[src/rtl/snake_engine.sv]
// snake_engine: snake body held as a coordinate shift array. Each accepted
// step moves the head one cell (MOVE), then scans the body one segment per
// cycle for a self-collision (CHECK) and pulses done.
// Optional feature: define SNAKE_WRAP_EN to make the field edges wrap around
// instead of ending the game.
module snake_engine #(
  parameter int SIZE_X   = 10,
  parameter int SIZE_Y   = 10,
  parameter int COORD_W  = 8,
  parameter int MAX_LEN  = 32,
  parameter int INIT_LEN = 4
) (
  input  logic                           clk,
  input  logic                           rst,
  input  logic                           start,
  input  logic                           step,
  input  logic                           grow,
  input  logic [1:0]                     key,
  output logic                           ready,
  output logic                           done,
  output logic                           game_over,
  output logic                           full,
  output logic [15:0]                    length,
  output logic [COORD_W-1:0]             head_x,
  output logic [COORD_W-1:0]             head_y,
  output logic [MAX_LEN*2*COORD_W-1:0]   snake_xy
);

  localparam int SEG_W = 2 * COORD_W;
  localparam int IDX_W = (MAX_LEN > 2) ? $clog2(MAX_LEN) : 1;

  localparam logic [1:0] S_IDLE  = 2'd0;
  localparam logic [1:0] S_MOVE  = 2'd1;
  localparam logic [1:0] S_CHECK = 2'd2;
  localparam logic [1:0] S_DONE  = 2'd3;

  localparam logic [COORD_W-1:0] X_MAX = COORD_W'(SIZE_X - 1);
  localparam logic [COORD_W-1:0] Y_MAX = COORD_W'(SIZE_Y - 1);

`ifdef SNAKE_WRAP_EN
  localparam bit WRAP = 1'b1;
`else
  localparam bit WRAP = 1'b0;
`endif

  logic [1:0]                     state;
  logic [1:0]                     dir;
  logic                           grow_pend;
  logic [IDX_W-1:0]               idx;
  logic [MAX_LEN-1:0][SEG_W-1:0]  body;

  logic [COORD_W-1:0] hx, hy, nx, ny;
  logic               at_wall, oob, growing;

  assign hx        = body[0][SEG_W-1:COORD_W];
  assign hy        = body[0][COORD_W-1:0];
  assign head_x    = hx;
  assign head_y    = hy;
  assign ready     = (state == S_IDLE);
  assign done      = (state == S_DONE);
  assign full      = (length == 16'(MAX_LEN));
  assign oob       = at_wall & ~WRAP;
  assign growing   = grow_pend & ~full;

  // Slot 0 sits in the most significant bits of the flattened body.
  for (genvar g = 0; g < MAX_LEN; g++) begin : g_flat
    assign snake_xy[(MAX_LEN-g)*SEG_W-1 -: SEG_W] = body[g];
  end

  // Next head cell from dir; at_wall flags an edge crossing, nx/ny hold the wrapped cell.
  always_comb begin
    nx      = hx;
    ny      = hy;
    at_wall = 1'b0;
    case (dir)
      2'b00: if (hy == '0)    begin at_wall = 1'b1; ny = Y_MAX; end
             else                   ny = hy - COORD_W'(1);
      2'b01: if (hx == '0)    begin at_wall = 1'b1; nx = X_MAX; end
             else                   nx = hx - COORD_W'(1);
      2'b11: if (hy == Y_MAX) begin at_wall = 1'b1; ny = '0;    end
             else                   ny = hy + COORD_W'(1);
      2'b10: if (hx == X_MAX) begin at_wall = 1'b1; nx = '0;    end
             else                   nx = hx + COORD_W'(1);
      default: ;
    endcase
  end

  // Control FSM: step acceptance, direction, growth latch, length and collision scan.
  always_ff @(posedge clk or negedge rst) begin
    if (!rst) begin
      state     <= S_IDLE;
      dir       <= 2'b10;
      grow_pend <= 1'b0;
      game_over <= 1'b0;
      length    <= 16'd0;
      idx       <= '0;
    end else if (start) begin
      state     <= S_IDLE;
      dir       <= 2'b10;
      grow_pend <= 1'b0;
      game_over <= 1'b0;
      length    <= 16'(INIT_LEN);
      idx       <= '0;
    end else begin
      if (grow) grow_pend <= 1'b1;
      case (state)
        S_IDLE: if (step && length != 16'd0 && !game_over) begin
          // a direct reversal (w<->s, a<->d) keeps the old heading
          if ((key ^ dir) != 2'b11) dir <= key;
          state <= S_MOVE;
        end
        S_MOVE: begin
          // a grow pulse landing on this cycle is kept for the next move
          grow_pend <= grow;
          if (oob) begin
            game_over <= 1'b1;
            state     <= S_DONE;
          end else begin
            if (growing) length <= length + 16'd1;
            idx   <= IDX_W'(1);
            state <= S_CHECK;
          end
        end
        S_CHECK: begin
          if (body[idx] == body[0]) begin
            game_over <= 1'b1;
            state     <= S_DONE;
          end else if (idx == IDX_W'(length - 16'd1)) begin
            state <= S_DONE;
          end else begin
            idx <= idx + 1'b1;
          end
        end
        S_DONE:  state <= S_IDLE;
        default: state <= S_IDLE;
      endcase
    end
  end

  // Body storage: initial layout on start, shift-and-insert on a legal move.
  always_ff @(posedge clk or negedge rst) begin
    if (!rst) begin
      body <= '0;
    end else if (start) begin
      for (int i = 0; i < MAX_LEN; i++)
        body[i] <= (i < INIT_LEN) ? {COORD_W'(SIZE_X/2 - i), COORD_W'(SIZE_Y/2)} : '0;
    end else if (state == S_MOVE && !oob) begin
      for (int i = MAX_LEN-1; i > 0; i--)
        body[i] <= body[i-1];
      body[0] <= {nx, ny};
      // without growth the shifted-out old tail must vanish
      for (int i = 1; i < MAX_LEN; i++)
        if (!growing && 16'(i) >= length) body[i] <= '0;
    end
  end

endmodule

[config.mk]
export PLATFORM = sky130hd
export DESIGN_NAME = snake_engine
export DESIGN_NICKNAME = d
export VERILOG_FILES = /design/src/rtl/snake_engine.sv
export SDC_FILE = /design/constraint.sdc
export NUM_CORES = 1
export LEC_CHECK = 0
export CAP_MARGIN = 15
export CORE_MARGIN = 2
export CORE_UTILIZATION = 25
export CTS_CLUSTER_SIZE = 12
export DETAILED_ROUTE_END_ITERATION = 8
export HOLD_SLACK_MARGIN = 0.08
export MAX_ROUTING_LAYER = met4
export PLACE_DENSITY = 0.53
export REMOVE_ABC_BUFFERS = 1
export SLEW_MARGIN = 20
export SYNTH_ARGS = -nofsm -noshare
export SYNTH_HDL_FRONTEND = slang
export SYNTH_SLANG_ARGS = --single-unit
[constraint.sdc]
create_clock -name clk -period 2.9 [get_ports clk]
set_input_delay 0.725 -clock clk [delete_from_list [all_inputs] [get_ports clk]]
set_output_delay 0.725 -clock clk [all_outputs]
set_load 0.02 [all_outputs]
### Yosys cells after proc, flatten, opt, wreduce, memory -nomap -nowiden

Cells that the tools add are included.

* flip-flop bits (word level): 539
* bits of input ports: 7
* output and inout bits: 548
* logic and storage cells: 232

* add/subtract/negate cells: 7
* order comparisons: 32
* eq/ne operators: 20
* multiplexer cells: 72
* bitwise logic cells: 3
* reductions and logical operators: 59

Operators with widths (number)
* $mux 512: 2
* $mux 16: 36
* $ge 5x16->1 const A: 16
* $ge 4x16->1 const A: 8
* $bmux 16 s5: 1
* $ge 3x16->1 const A: 4
* $logic_and 1x1->1: 34
* $ge 2x16->1 const A: 2
* $mux 8: 4
* $pmux 8 s2: 2
* $mux 5: 4
* $add 16x1->16 const B: 1
* $add 8x1->8 const B: 2
* $eq 16x16->1: 1
* $eq 16x6->1 const B: 1
* $eq 8x4->1 const B: 2
* $ge 1x16->1 const A: 1
* $logic_not 8->1: 2
* $mux 2: 8
* $reduce_bool 16->1: 1
* $sub 8x1->8 const B: 2
* $ne 3x3->1 const B: 5
* $reduce_bool 2->1: 6
* $reduce_bool 3->1: 4
* 22 further kinds: 44

### Longest topological paths before layout

* depth in word-level cells: 8
* mapped depth: 15
* mapped depth without buffers: 12

### Worst setup path before layout

No wires, ideal clock.

* path type: reg-to-reg
* start: reg body (netlist bit head_y[0])
* end: reg body (netlist bit snake_xy[23])
* library setup time: 66 ps
* arrival: 3008 ps
* required time: 2834 ps
* setup slack: -174 ps
* cell stages (with the launch flop): 13
* path buffers: 2
* clock period less this slack: 3074 ps
* cells stage by stage: dfrtp_1 -> inv_1 -> ha_1 -> nor3b_1 -> nand2_1 -> mux4_2 -> nand2_1 -> or2_1 -> buf_2 -> a21oi_1 -> a21boi_1 -> buf_2 -> a22o_1

* word-level cells in the longest chain between the ends: 6
* elaborated cells on any way between the ends: 8
* those cells by class: eq/ne (1); mux (3); reduce/logical (4)

Ends and longest elaborated chain
* start, declared: RTL line 50 `logic [MAX_LEN-1:0][SEG_W-1:0] body;`
* start signal, assigned by index: RTL line 146 `body[i] <= (i < INIT_LEN) ? {COORD_W'(SIZE_X/2 - i), COORD_W'(SIZE_Y/2)} : '0;`
* start signal, assigned by index: RTL line 149 `body[i] <= body[i-1];`
* $eq 8x4->1 / $logic_not 8->1 (equally long branches): RTL line 80, 76
* $mux 1 (on tied branches): RTL line 80, 76
* $pmux 1 s4 (*): RTL line 75 `case (dir)`
* $logic_not 1->1 (*): RTL line 147 `end else if (state == S_MOVE && !oob) begin`
* $logic_and 1x1->1 (*): RTL line 147
* $reduce_bool 2->1 (no source line) (*)

Mark *: on every way between the ends. The rest lies on a longest branch, timed or not.
A chain may end at the register's enable or synchronous reset.

### Worst setup path after layout

* start: reg idx[0]
* end: reg idx[0]

* word-level cells in the longest chain between the ends: 5
* elaborated cells on any way between the ends: 12
* those cells by class: add/sub (1); eq/ne (4); mux (6); reduce/logical (1)

Ends and longest elaborated chain
* start, declared: RTL line 49 `logic [IDX_W-1:0] idx;`
* start signal, assigned: RTL line 131 `idx <= idx + 1'b1;`
* $bmux 16 s5 / $add 5x1->5 (equally long branches): RTL line 125, 131
* $mux 16 (implied by the code) / $mux 5 (equally long branches): RTL line 125, 128
* $eq 16x16->1 / $mux 5 (equally long branches): RTL line 125 `if (body[idx] == body[0]) begin`
* $ne 3x3->1 (no source line) / $pmux 5 s2 (equally long branches)
* $reduce_and 4->1 (no source line) / $mux 5 (equally long branches)

Parallel ways exist; a longest one is shown, timed or not. The select of a mux whose other input is x is not followed.

==> flow_summary_export.csv <==
group,metric,value,unit
cts,htree_levels,3,
pwr,powerDensity,619.6,nW/um^2
grt,antenna_found_initial,2,
worst_setup_path,reg2reg_to,"idx[0]",
routing,drt_iter0_markers,2041,
layout,area_growth,60.40,%
cts,insertion_delay,0.62,ns
worst_setup_path,critPathMaxStageDelay,0.57,ns
worst_setup_path,critPathKind,"flip-flop to flip-flop",
synthesis,synth_edf_count,0,
worst_setup_path,cpMaxStageDelayCell,"or4_4",
worst_hold_path,holdPathStages,1,
worst_setup_path,path_delay_family,"simple AND/OR/NAND/NOR gates",
routing,first_pass_iters,7,
grt,grt_pass1_wl,187.1,mm
place,pre_cts_ws,-0.8540,ns
synthesis,ys_seq_area_share,53.03,%
pwr,peakVddDrop,343.4,uV
sta,max_slew_margin,47.53,%
die,dieArea,104300,um^2
worst_setup_path,r2r_slack,-0.45,ns
cts,cts_buffers,68,
sta,hold_viol_final,0,
cts,clk_pin_slew_worst_paths,0.06,ns
run_status,violations,"setup timing",
sta,rsz0062_at_grt,"yes",
worst_hold_path,hp-start,"snake_xy[9]",
die,die_y,323.0,um
place,port-buffer-count,554,
synthesis,synth.cell_area,25440,um^2
routing,viasPerCell,5.276,
synthesis,ys_ff_latch,539,
grt,gr-total-overflow,0,
synthesis,synthArstFlopShare,100.0,%
worst_setup_path,worstPathMaxFanout,7,
synthesis,ys.flop_type,"dfrtp_1",
worst_setup_path,critPathRequiredTime,3.39,ns
cts,cts_tree,"yes",
worst_setup_path,cp_num_buf_inv,4,
routing,wl_per_cell,29.20,um
worst_hold_path,hold_end,"snake_xy[9]",
synthesis,synth_cell_types,77,
routing,drc_errors,0,
synthesis,syn_area_per_cell,12.22,um^2
routing,ant_nets,0,
sta,setup_tns,-3.117,ns
die,start_util,25.11,%
sta,worstMarginPinSlew,0.7854,ns
cts,cts_max_path_buffers,3,
pwr,p_leak,18.50,nW
place,gp_congestion,0.8985,
sta,slew_violations,0,
layout,utilization,40.28,%
sta,timing.fmax,0.2981,GHz
worst_setup_path,critPathMostFrequentCell,"buf_8",
place,dpl.cell_count,4421,
die,die-width,323.0,um
die,row_count,117,
cts,clock-sinks,539,
worst_setup_path,path_cells,"buf_8 > buf_16 > buf_8 > mux2i_1 > a22oi_1 > nand3_2 > o21ai_2 > or3_1 > nand4b_1 > or4_4 > nor3_4 > buf_12 > o41ai_4 > mux2_4",
grt,grt_max_degree,105,
sta,setup_viol,8,
sta,fin_crit_sh,115.7,%
worst_setup_path,worstSetupEndpointType,"flip-flop",
layout,fin_cells,4587,
synthesis,synthCells,2082,
routing,vias,24200,
sta,fin_worst_skew,0.02672,ns
layout,final_common_cell,"buf_4",
pwr,p_total,25.28,mW
grt,gr-usage-all-layers,25.71,%
place,place_hpwl,99.92,mm
worst_setup_path,r2r-start,"idx[0]",
worst_setup_path,startpoint_type,"flip-flop",
worst_setup_path,r2r_cells,14,
sta,period_needed,3.354,ns
routing,wirelength,134.0,mm
worst_hold_path,worst_hold_path_type,"flip-flop to flip-flop",
sta,fin_ws,-0.4542,ns
layout,nNetsFinal,3192,
layout,mostFrequentLayoutCells,"552 x buf_4, 546 x clkdlybuf4s50_1, 527 x dfrtp_1",
die,core-area,101300,um^2
run_status,status,"complete, but fails checks",
worst_setup_path,critPathArrivalTime,3.84,ns
job,drv_cap,0,
synthesis,yosys_warnings,0,
grt,grt_pass1_vias,24280,
cts,cts_root_buf,"clkbuf_16",
die,io_pins,555,
layout,drive_gt1_share,29.44,%
cell usage after synthesis, drive strengths merged (8+ instances only):
master    n  area (um^2)
a22o    488         4274
a22oi   101        768.2
xnor2    23        209.0
and3     11        73.82
mux4     21        473.0
nand4    11        75.07
or3      11        68.82
nand2    52        195.2
a31oi     9        62.56
dfrtp   538        13460
mux2     15        168.9
nor2b     8        50.05
nand3    58        295.3
buf      92        724.4
inv      20        75.07
clkbuf  105        395.4
xor2     11        96.34
nand2b   11        68.82
a211o    13        113.9
nor3     19        106.4
a21oi    49        245.2
o31ai     8        60.06
o21ai    55        279.0
ha       17        212.7
nor2     64        247.7
mux2i   211         2112
kinds of logic after synthesis:
family                   count (synthesis)  share of synthesized area [%]
AO/OA/AOI/OAI                          753                          23.85
flip-flops                             539                          53.03
AND/OR/NAND/NOR                        275                          5.563
multiplexers                           247                          10.83
buffers and inverters                  217                          4.697
XOR/XNOR                                34                          1.200
adder cells (fa/ha/maj)                 17                         0.8362
layer usage:
layer  GRT usage (%)  share of wire [%]  vias to the layer above
li1                -                  -                    10270
met1           31.94                 41                    12680
met2           40.92                 48                     1056
met3           6.774                8.1                      202
met4           7.783                3.2                        0
met5               -                  0                        -
where the power goes:
group	internal, mW	total (mW)	switching [mW]
clock network	5.36	8.78	3.41
registers	7.70	7.93	0.229
logic	3.87	8.57	4.71
total	16.9	25.3	8.35
worst max-delay path by stage:
stage / from / to / slack [ns] / cells past startpoint
2_1_floorplan: head_y[6] / head_x[7] / -18.03 / 5
3_3_place_gp: idx[0] / idx[0] / -0.94 / 13
3_5_place_dp: idx[0] / state[0] / -0.85 / 13
4_1_cts: idx[0] / idx[0] / -0.42 / 14
5_1_grt: idx[0] / idx[4] / -0.56 / 16
6_report: idx[0] / idx[0] / -0.45 / 14
sequential cells by signal, summed over array words and instances, names as in the netlist:
| name | flops |
|---|---|
| dir | 2 |
| game_over | 1 |
| grow_pend | 1 |
| head_x | 8 |
| head_y | 8 |
| idx | 5 |
| length | 16 |
| snake_xy | 496 |
| state | 2 |
stage by stage:
| stage | cell area, um^2 | hold slack, ns |
|---|---|---|
| CTS | 40490 | 0.5374 |
| floorplan | 24320 | 0.4294 |
| finish | 40800 | 0.5399 |
| detailed placement | 37290 | 0.5229 |
| global placement | 37290 | 0.5281 |
| global route | 40800 | 0.5672 |
timing repair:
action                                  in CTS  in global routing
hold buffers                                 1                  0
resized for setup                          111                 51
endpoints found under the hold margin       25                  0
pin swaps                                   46                 27
gates cloned                                10                  0
endpoints found under the setup margin      85                 29
setup buffers                               24                 16
final cells by class:
cell class              instances  area (um^2)
clock buffers                 100         2066
well taps                    1368         1712
flip-flops and latches        539        13510
repair buffers               1213        11820
inverters                      20        75.07
multi-input cells            1326        11390
diodes                          2        5.005
fillers                      9682        60500
clock inverters                19        230.2
Note: power is estimated with default switching activity, not from simulation.
